--- config.mk ---
export PLATFORM = sky130hd
export DESIGN_NAME = resp_encode
export DESIGN_NICKNAME = d
export VERILOG_FILES = /design/src/rtl/resp_encode.sv
export SDC_FILE = /design/constraint.sdc
export NUM_CORES = 1
export LEC_CHECK = 0
export BUFFER_PORTS_ARGS = -buffer_cell sky130_fd_sc_hd__buf_2
export CAP_MARGIN = 10
export CORE_MARGIN = 5
export CORE_UTILIZATION = 45
export CTS_BUF_LIST = sky130_fd_sc_hd__clkbuf_2 sky130_fd_sc_hd__clkbuf_4 sky130_fd_sc_hd__clkbuf_8
export CTS_CLUSTER_SIZE = 8
export DETAILED_ROUTE_END_ITERATION = 7
export SKIP_CTS_REPAIR_TIMING = 1
export SLEW_MARGIN = 20
export SYNTH_ARGS = -nofsm -noshare
export SYNTH_HDL_FRONTEND = slang
export SYNTH_SLANG_ARGS = --single-unit
--- constraint.sdc ---
create_clock -name sys_clk -period 2.74 [get_ports sys_clk]
set_clock_uncertainty 0.15 [all_clocks]
set_input_delay 0.411 -clock sys_clk [delete_from_list [all_inputs] [get_ports sys_clk]]
set_output_delay 0.411 -clock sys_clk [all_outputs]
set_load 0.02 [all_outputs]
--- src/rtl/resp_encode.sv ---
// resp_encode: frames SDRAM read-back bytes from rfifo into UART response packets
// (HDR, LEN, BURST_LEN payload bytes, CSUM) and hands them to uart_tx one byte at a time.
module resp_encode #(
    parameter int                 D_WIDTH   = 8,
    parameter int                 BURST_LEN = 4,
    parameter logic [D_WIDTH-1:0] HDR_BYTE  = 8'hA5,
    parameter int                 PEND_MAX  = 3
) (
    input  logic               sys_clk,
    input  logic               sys_rst,
    input  logic               rd_done,
    input  logic               rfifo_empty,
    input  logic [D_WIDTH-1:0] rfifo_rd_data,
    output logic               rfifo_rd_en,
    input  logic               tx_ready,
    output logic               tx_valid,
    output logic [D_WIDTH-1:0] tx_data,
    output logic               busy,
    output logic               pend_ovf
);
    localparam logic [2:0] IDLE  = 3'd0;
    localparam logic [2:0] HDR   = 3'd1;
    localparam logic [2:0] LEN   = 3'd2;
    localparam logic [2:0] FETCH = 3'd3;
    localparam logic [2:0] LOAD  = 3'd4;
    localparam logic [2:0] SEND  = 3'd5;
    localparam logic [2:0] CSUM  = 3'd6;

    logic [2:0]         state;
    logic [1:0]         pend;
    logic [7:0]         cnt;
    logic [D_WIDTH-1:0] csum;
    logic [D_WIDTH-1:0] csum_sum;
    logic               xfer;
    logic               start;
    logic               last;

    assign xfer        = tx_valid && tx_ready;
    assign start       = (state == IDLE) && (pend != 2'd0);
    assign last        = cnt == 8'(BURST_LEN - 1);
    assign csum_sum    = csum + tx_data;
    // read strobe is gated by empty so the FIFO can never underflow
    assign rfifo_rd_en = (state == FETCH) && !rfifo_empty;

    always_ff @(posedge sys_clk or posedge sys_rst) begin
        if (sys_rst) begin
            pend     <= 2'd0;
            pend_ovf <= 1'b0;
        end else if (rd_done && !start) begin
            if (pend == 2'(PEND_MAX)) pend_ovf <= 1'b1;
            else pend <= pend + 2'd1;
        end else if (start && !rd_done) begin
            pend <= pend - 2'd1;
        end
    end

    always_ff @(posedge sys_clk or posedge sys_rst) begin
        if (sys_rst) begin
            state    <= IDLE;
            busy     <= 1'b0;
            tx_valid <= 1'b0;
            tx_data  <= '0;
            csum     <= '0;
            cnt      <= 8'd0;
        end else begin
            case (state)
                IDLE: if (start) begin
                    state    <= HDR;
                    busy     <= 1'b1;
                    tx_data  <= HDR_BYTE;
                    tx_valid <= 1'b1;
                    csum     <= '0;
                    cnt      <= 8'd0;
                end
                HDR: if (xfer) begin
                    state   <= LEN;
                    tx_data <= D_WIDTH'(BURST_LEN);
                    csum    <= D_WIDTH'(BURST_LEN);
                end
                LEN: if (xfer) begin
                    state    <= FETCH;
                    tx_valid <= 1'b0;
                end
                FETCH: if (!rfifo_empty) state <= LOAD;
                LOAD: begin
                    state    <= SEND;
                    tx_data  <= rfifo_rd_data;
                    tx_valid <= 1'b1;
                end
                SEND: if (xfer) begin
                    csum <= csum_sum;
                    if (last) begin
                        state   <= CSUM;
                        tx_data <= csum_sum;
                    end else begin
                        cnt      <= cnt + 8'd1;
                        state    <= FETCH;
                        tx_valid <= 1'b0;
                    end
                end
                CSUM: if (xfer) begin
                    state    <= IDLE;
                    busy     <= 1'b0;
                    tx_valid <= 1'b0;
                end
                default: begin
                    state    <= IDLE;
                    busy     <= 1'b0;
                    tx_valid <= 1'b0;
                end
            endcase
        end
    end
endmodule

# Word-level counts from Yosys, hierarchy flattened
# Index checks and enable logic that the tools add are counted.
[word_totals]
latch_bits = 0
reg_bits = 32
mem_bits_rw = 0
mem_bits_ro = 0
wordCells = 85
mem_count = 0
out_inout_bits = 12
[op_classes]
add_sub_neg = 4
order_cmp = 0
eq_ne = 18
n_mux = 28
multipliers = 0
n_bitwise = 2
shifts = 0
n_reduce_logical = 25
div = 0
[op_table]
columns = ["operator", "n"]
rows = [
  ["8-bit 2-to-1 mux", 8],
  ["8-bit one-hot mux with 4 select lines", 1],
  ["8-bit one-hot mux with 3 select lines", 1],
  ["3-bit 2-to-1 mux", 7],
  ["3-bit one-hot mux with 7 select lines", 1],
  ["2-bit != test, second input constant", 9],
  ["8-bit one-hot mux with 2 select lines", 1],
  ["5-bit AND reduction", 2],
  ["3-bit == test, second input constant", 3],
  ["8-bit by 1-bit adder with 8-bit output, second input constant", 1],
  ["8-bit adder", 1],
  ["8-bit by 2-bit == test with 1-bit output, second input constant", 1],
  ["4-bit AND reduction", 2],
  ["3-bit by 2-bit == test with 1-bit output, second input constant", 2],
  ["2-bit 2-to-1 mux", 3],
  ["6-bit AND reduction", 1],
  ["2-bit nonzero test", 3],
  ["1-bit logical AND", 5],
  ["1-bit one-hot mux with 5 select lines", 1],
  ["5-bit OR reduction", 1],
  ["1-bit 2-to-1 mux", 4],
  ["2-bit AND reduction", 2],
  ["4-bit nonzero test", 1],
  ["2-bit OR reduction", 2],
  ["other kinds (11)", 14],
]

# Logic depth before layout (Yosys ltp)
[logic_depth]
depth_word = 6
mapped_depth = 8
mapped_depth_nobuf = 8

# Least setup slack after synthesis
# Ideal clock, no wire load.
[synth_path]
kind = "reg-to-reg"
startpoint = "reg tx_data[0]"
endpoint = "reg tx_data[4]"
slack_ns = 0.677
path_buffers = 0
setup_ns = 0.127
stages_incl_launch_ff = 9
arrival_time_ns = 1.785
synth_period_minus_slack_ns = 2.063
path_cell_list = "dfrtp_1 ha_1 inv_1 fa_1 nor2b_1 o21ai_0 or3b_2 a31oi_1 o21ai_0"
[synth_between]
elab_chain_cells = 4
[synth_rtl]
columns = ["item", "line_no", "rtl"]
rows = [
  ["start, declared", "17", "output logic [D_WIDTH-1:0] tx_data,"],
  ["start signal, assigned", "77", "tx_data <= D_WIDTH'(BURST_LEN);"],
  ["start signal, assigned", "87", "tx_data <= rfifo_rd_data;"],
  ["start signal, assigned", "94", "tx_data <= csum_sum;"],
  ["8-bit adder", "41", "assign csum_sum = csum + tx_data;"],
  ["8-bit 2-to-1 mux", "92", "if (last) begin"],
  ["8-bit 2-to-1 mux", "90", "SEND: if (xfer) begin"],
  ["8-bit one-hot mux with 4 select lines", "66", "case (state)"],
]
# No other way between the ends. The select of a mux whose other input is x is not followed.
# A chain may end at the register's enable or synchronous reset.

# Final worst setup path
[layout_path]
startpoint = "reg state[0]"
endpoint = "out rfifo_rd_en"
[layout_between]
elab_chain_cells = 2
[layout_rtl]
columns = ["item", "line_no", "rtl"]
rows = [
  ["start, declared", "29", "logic [2:0] state;"],
  ["start signal, assigned", "59", "state <= IDLE;"],
  ["start signal, assigned", "68", "state <= HDR;"],
  ["start signal, assigned", "76", "state <= LEN;"],
  ["3-bit by 2-bit == test with 1-bit output", "43", "assign rfifo_rd_en = (state == FETCH) && !rfifo_empty;"],
  ["1-bit logical AND", "43", ""],
  ["end, declared", "14", "output logic rfifo_rd_en,"],
]
# No other way between the ends.

==> run_results.csv <==
group,metric,value,unit
route,avgViaCountPerCell,5.35,
placement,gp_congestion,0.810,
power_and_ir_drop,comb_power_share,46.2,%
power_and_ir_drop,cellPowerDensity,948,nW/um^2
final_layout,final_cell_mix,"32 x dfrtp_1, 30 x o21ai_0, 28 x nor2_1, 28 x nand2_1, 24 x buf_2",
worst_setup_path,critPathLaunchType,"flip-flop",
final_layout,final_util,51.7,%
worst_setup_path,crit_type,"reg -> out",
synthesis,ys_top_cells_by_area,"dfrtp_1 40%, o21ai_0 7.5%, nand2_1 5.3%, nor2_1 5.3%, ha_1 5.0%",
final_layout,antenna_cells,0,
sta,slew_headroom,40.4,%
final_layout,syn_to_final_growth,12.1,%
sta,hold_violations,0,
power_and_ir_drop,p_leak,1.04,nW
clock_network,numClockSinks,32,
sta,setup_viol,0,
sta,fin_hold_ws,47.1,ps
placement,port_buffers,24,
die,dieArea,5860,um^2
route,postRouteAntennaNets,0,
worst_setup_path,path_buf_inv,2,
power_and_ir_drop,p_int,1.20,mW
sta,fin_crit,2310,ps
synthesis,yosysSeqAreaShare,40.2,%
placement,dpl.hpwl,3.11,mm
global_route,grtUsageTotal,15.5,%
route,drtIter0Drc,70,
final_layout,mostFrequentLayoutCell,"dfrtp_1",
clock_network,worstSkewPairLatency,280,ps
global_route,grt_max_degree,33,
die,num_rows,24,
clock_network,path_clk_slew,70,ps
sta,setup_tns,0,ps
clock_network,clockBufferDepth,2,
route,routedWlPerCell,13.9,um
route,vias,1636,
worst_setup_path,path_cells,"buf_4 -> nor2b_1 -> and3b_1 -> buf_2",
worst_setup_path,reg2reg_to,"tx_data[6]",
sta,worst_pin_slew,889,ps
placement,dpl.cell_count,298,
worst_setup_path,regToRegSetupSlack,550,ps
status,status,"finished, final reports clean",
worst_setup_path,required,2180,ps
die,ios,25,
route,firstDrtPassIters,4,
final_layout,nNetsFinal,275,
clock_network,htree_levels,2,
sta,final.period_utilization,84.2,%
final_layout,nFillCells,420,
worst_setup_path,crit_family,"flip-flops",
power_and_ir_drop,clock_power_share,18.7,%
job,cap_violations,0,
power_and_ir_drop,seqPwrFrac,35.0,%
die,dieWidth,76.6,um
synthesis,ys_ff_latch,32,
sta,rsz0062_at_grt,"false",
synthesis,synth_ff_type,"dfrtp_1",
worst_setup_path,crit_path_top_delay_cell,"dfrtp_1",
synthesis,ys_async_sr_fraction,100,%
global_route,grt_antenna_before_repair,0,
clock_network,cts_tree,"done",
global_route,grt_overflow,0,
worst_setup_path,r2r_cells,8,
route,drc,0,
synthesis,syn_inst,231,
power_and_ir_drop,swShare,43.3,%
global_route,grt_pass1_wl,7.53,mm
synthesis,yosysTopAreaCellShare,40.2,%
synthesis,syn_avg_cell_area,8.63,um^2
power_and_ir_drop,ir_drop,0.000524,V
clock_network,cts-root-buf,"clkbuf_8",
worst_setup_path,reg2reg_from,"tx_data[0]",
final_layout,drive_above_1_share,17.3,%
sta,timing.fmax,434,MHz
final_layout,fin_cells,306,
route,routed_wl,4.25,mm
power_and_ir_drop,p_switching,0.918,mW
die,coreArea,4320,um^2
synthesis,yosysWarnings,0,
sta,slew_violations,0,
synthesis,yosysTopAreaCell,"dfrtp_1",
synthesis,syn_nets,253,
global_route,grt_pass1_vias,1608,
worst_setup_path,critPathMaxStageDelay,600,ps
synthesis,syn-cell-area,1990,um^2
clock_network,cts_made_buffers,5,
min_path,worstHoldPathType,"in -> async",
die,dieHeight,76.6,um
die,start_util,46.1,%
worst_setup_path,crit_path_end_kind,"primary output",
synthesis,synth_cell_types,46,
worst_setup_path,arrival,1740,ps
worst_setup_path,path_max_fanout,16,
synthesis,synth_edf_count,0,
power groups by stage:
| stage | Sequential (mW) | Clock, mW | Combinational [mW] |
|---|---|---|---|
| 3_3_place_gp | 0.747 | 0 | 0.987 |
| 5_1_grt | 0.769 | 0.433 | 1.12 |
| 4_1_cts | 0.744 | 0.407 | 0.993 |
| 2_1_floorplan | 0.756 | 0 | 0.762 |
| 3_5_place_dp | 0.752 | 0 | 0.992 |
| 6_report | 0.742 | 0.396 | 0.980 |
cell families (layout without fill, tap and decap cells):
group,count (synthesis),in the layout,share of synthesized area [%]
compound gates,66,66,19.8
xor+xnor,10,10,4.39
fa+ha+maj,9,9,6.03
buf+inv,19,42,4.71
flops,32,32,40.2
mux,4,4,2.07
simple gates,91,91,22.8
routing by layer:
layer | GRT usage [%] | wire length, um | vias up | share of wire (%)
met4 | 4.20 | 47 | 0 | 1.1
met2 | 25.4 | 2040 | 26 | 48
met5 | 0 | 0 | - | 0
met1 | 20.1 | 2000 | 755 | 47
li1 | - | - | 850 | -
met3 | 4.14 | 160 | 5 | 3.8
final cells by class:
class | count | area (um^2) | share of cell area [%]
Clock buffer | 8 | 97.6 | 4.37
Inverter | 6 | 22.5 | 1.01
Multi-Input combinational cell | 180 | 1100 | 49.2
Sequential cell | 32 | 801 | 35.8
Tap cell | 52 | 65.1 | 2.91
Timing Repair Buffer | 28 | 150 | 6.72
flip-flops by register name, indices dropped and copies added (netlist names):
register and cells:
busy 1, cnt 8, csum 8, pend 2
pend_ovf 1, state 3, tx_data 8, tx_valid 1
tightest hold or removal path: stages:
cell   delay [ps]
buf_2          90
inv_1          40
buf_4         350
metrics by stage:
| step | cell area (um^2) | setup WS [ps] | power, mW |
|---|---|---|---|
| 6_report | 2230 | 434 | 2.12 |
| 5_1_grt | 2230 | 224 | 2.32 |
| 4_1_cts | 2230 | 425 | 2.14 |
| 3_5_place_dp | 2140 | 521 | 1.74 |
| 3_3_place_gp | 2140 | 540 | 1.73 |
| 2_1_floorplan | 1990 | 677 | 1.52 |
worst max path at each step:
| stage | start | end | slack (ps) | cells after the start |
|---|---|---|---|---|
| after floorplan | tx_data[0] | tx_data[4] | 680 | 8 |
| after global placement | tx_data[0] | csum[6] | 540 | 8 |
| after detailed placement | tx_data[0] | csum[6] | 520 | 8 |
| after CTS | state[0] | rfifo_rd_en | 420 | 4 |
| after global routing | state[0] | rfifo_rd_en | 220 | 4 |
| final | state[0] | rfifo_rd_en | 430 | 4 |
cell usage after synthesis (all sizes together), types with 2 or more instances:
| master | instances |
|---|---|
| a31oi | 2 |
| nand4 | 3 |
| and2 | 3 |
| nand2 | 28 |
| nor3 | 5 |
| o21a | 3 |
| nand3b | 2 |
| nor2b | 4 |
| clkbuf | 6 |
| a211oi | 3 |
| nand2b | 4 |
| inv | 6 |
| nand3 | 2 |
| o31ai | 5 |
| o21ai | 31 |
| a21oi | 15 |
| buf | 7 |
| and3b | 2 |
| mux2i | 3 |
| dfrtp | 32 |
| and3 | 3 |
| or2 | 2 |
| nor2 | 28 |
| xor2 | 10 |
| ha | 8 |
(Power assumes the default switching activity.)
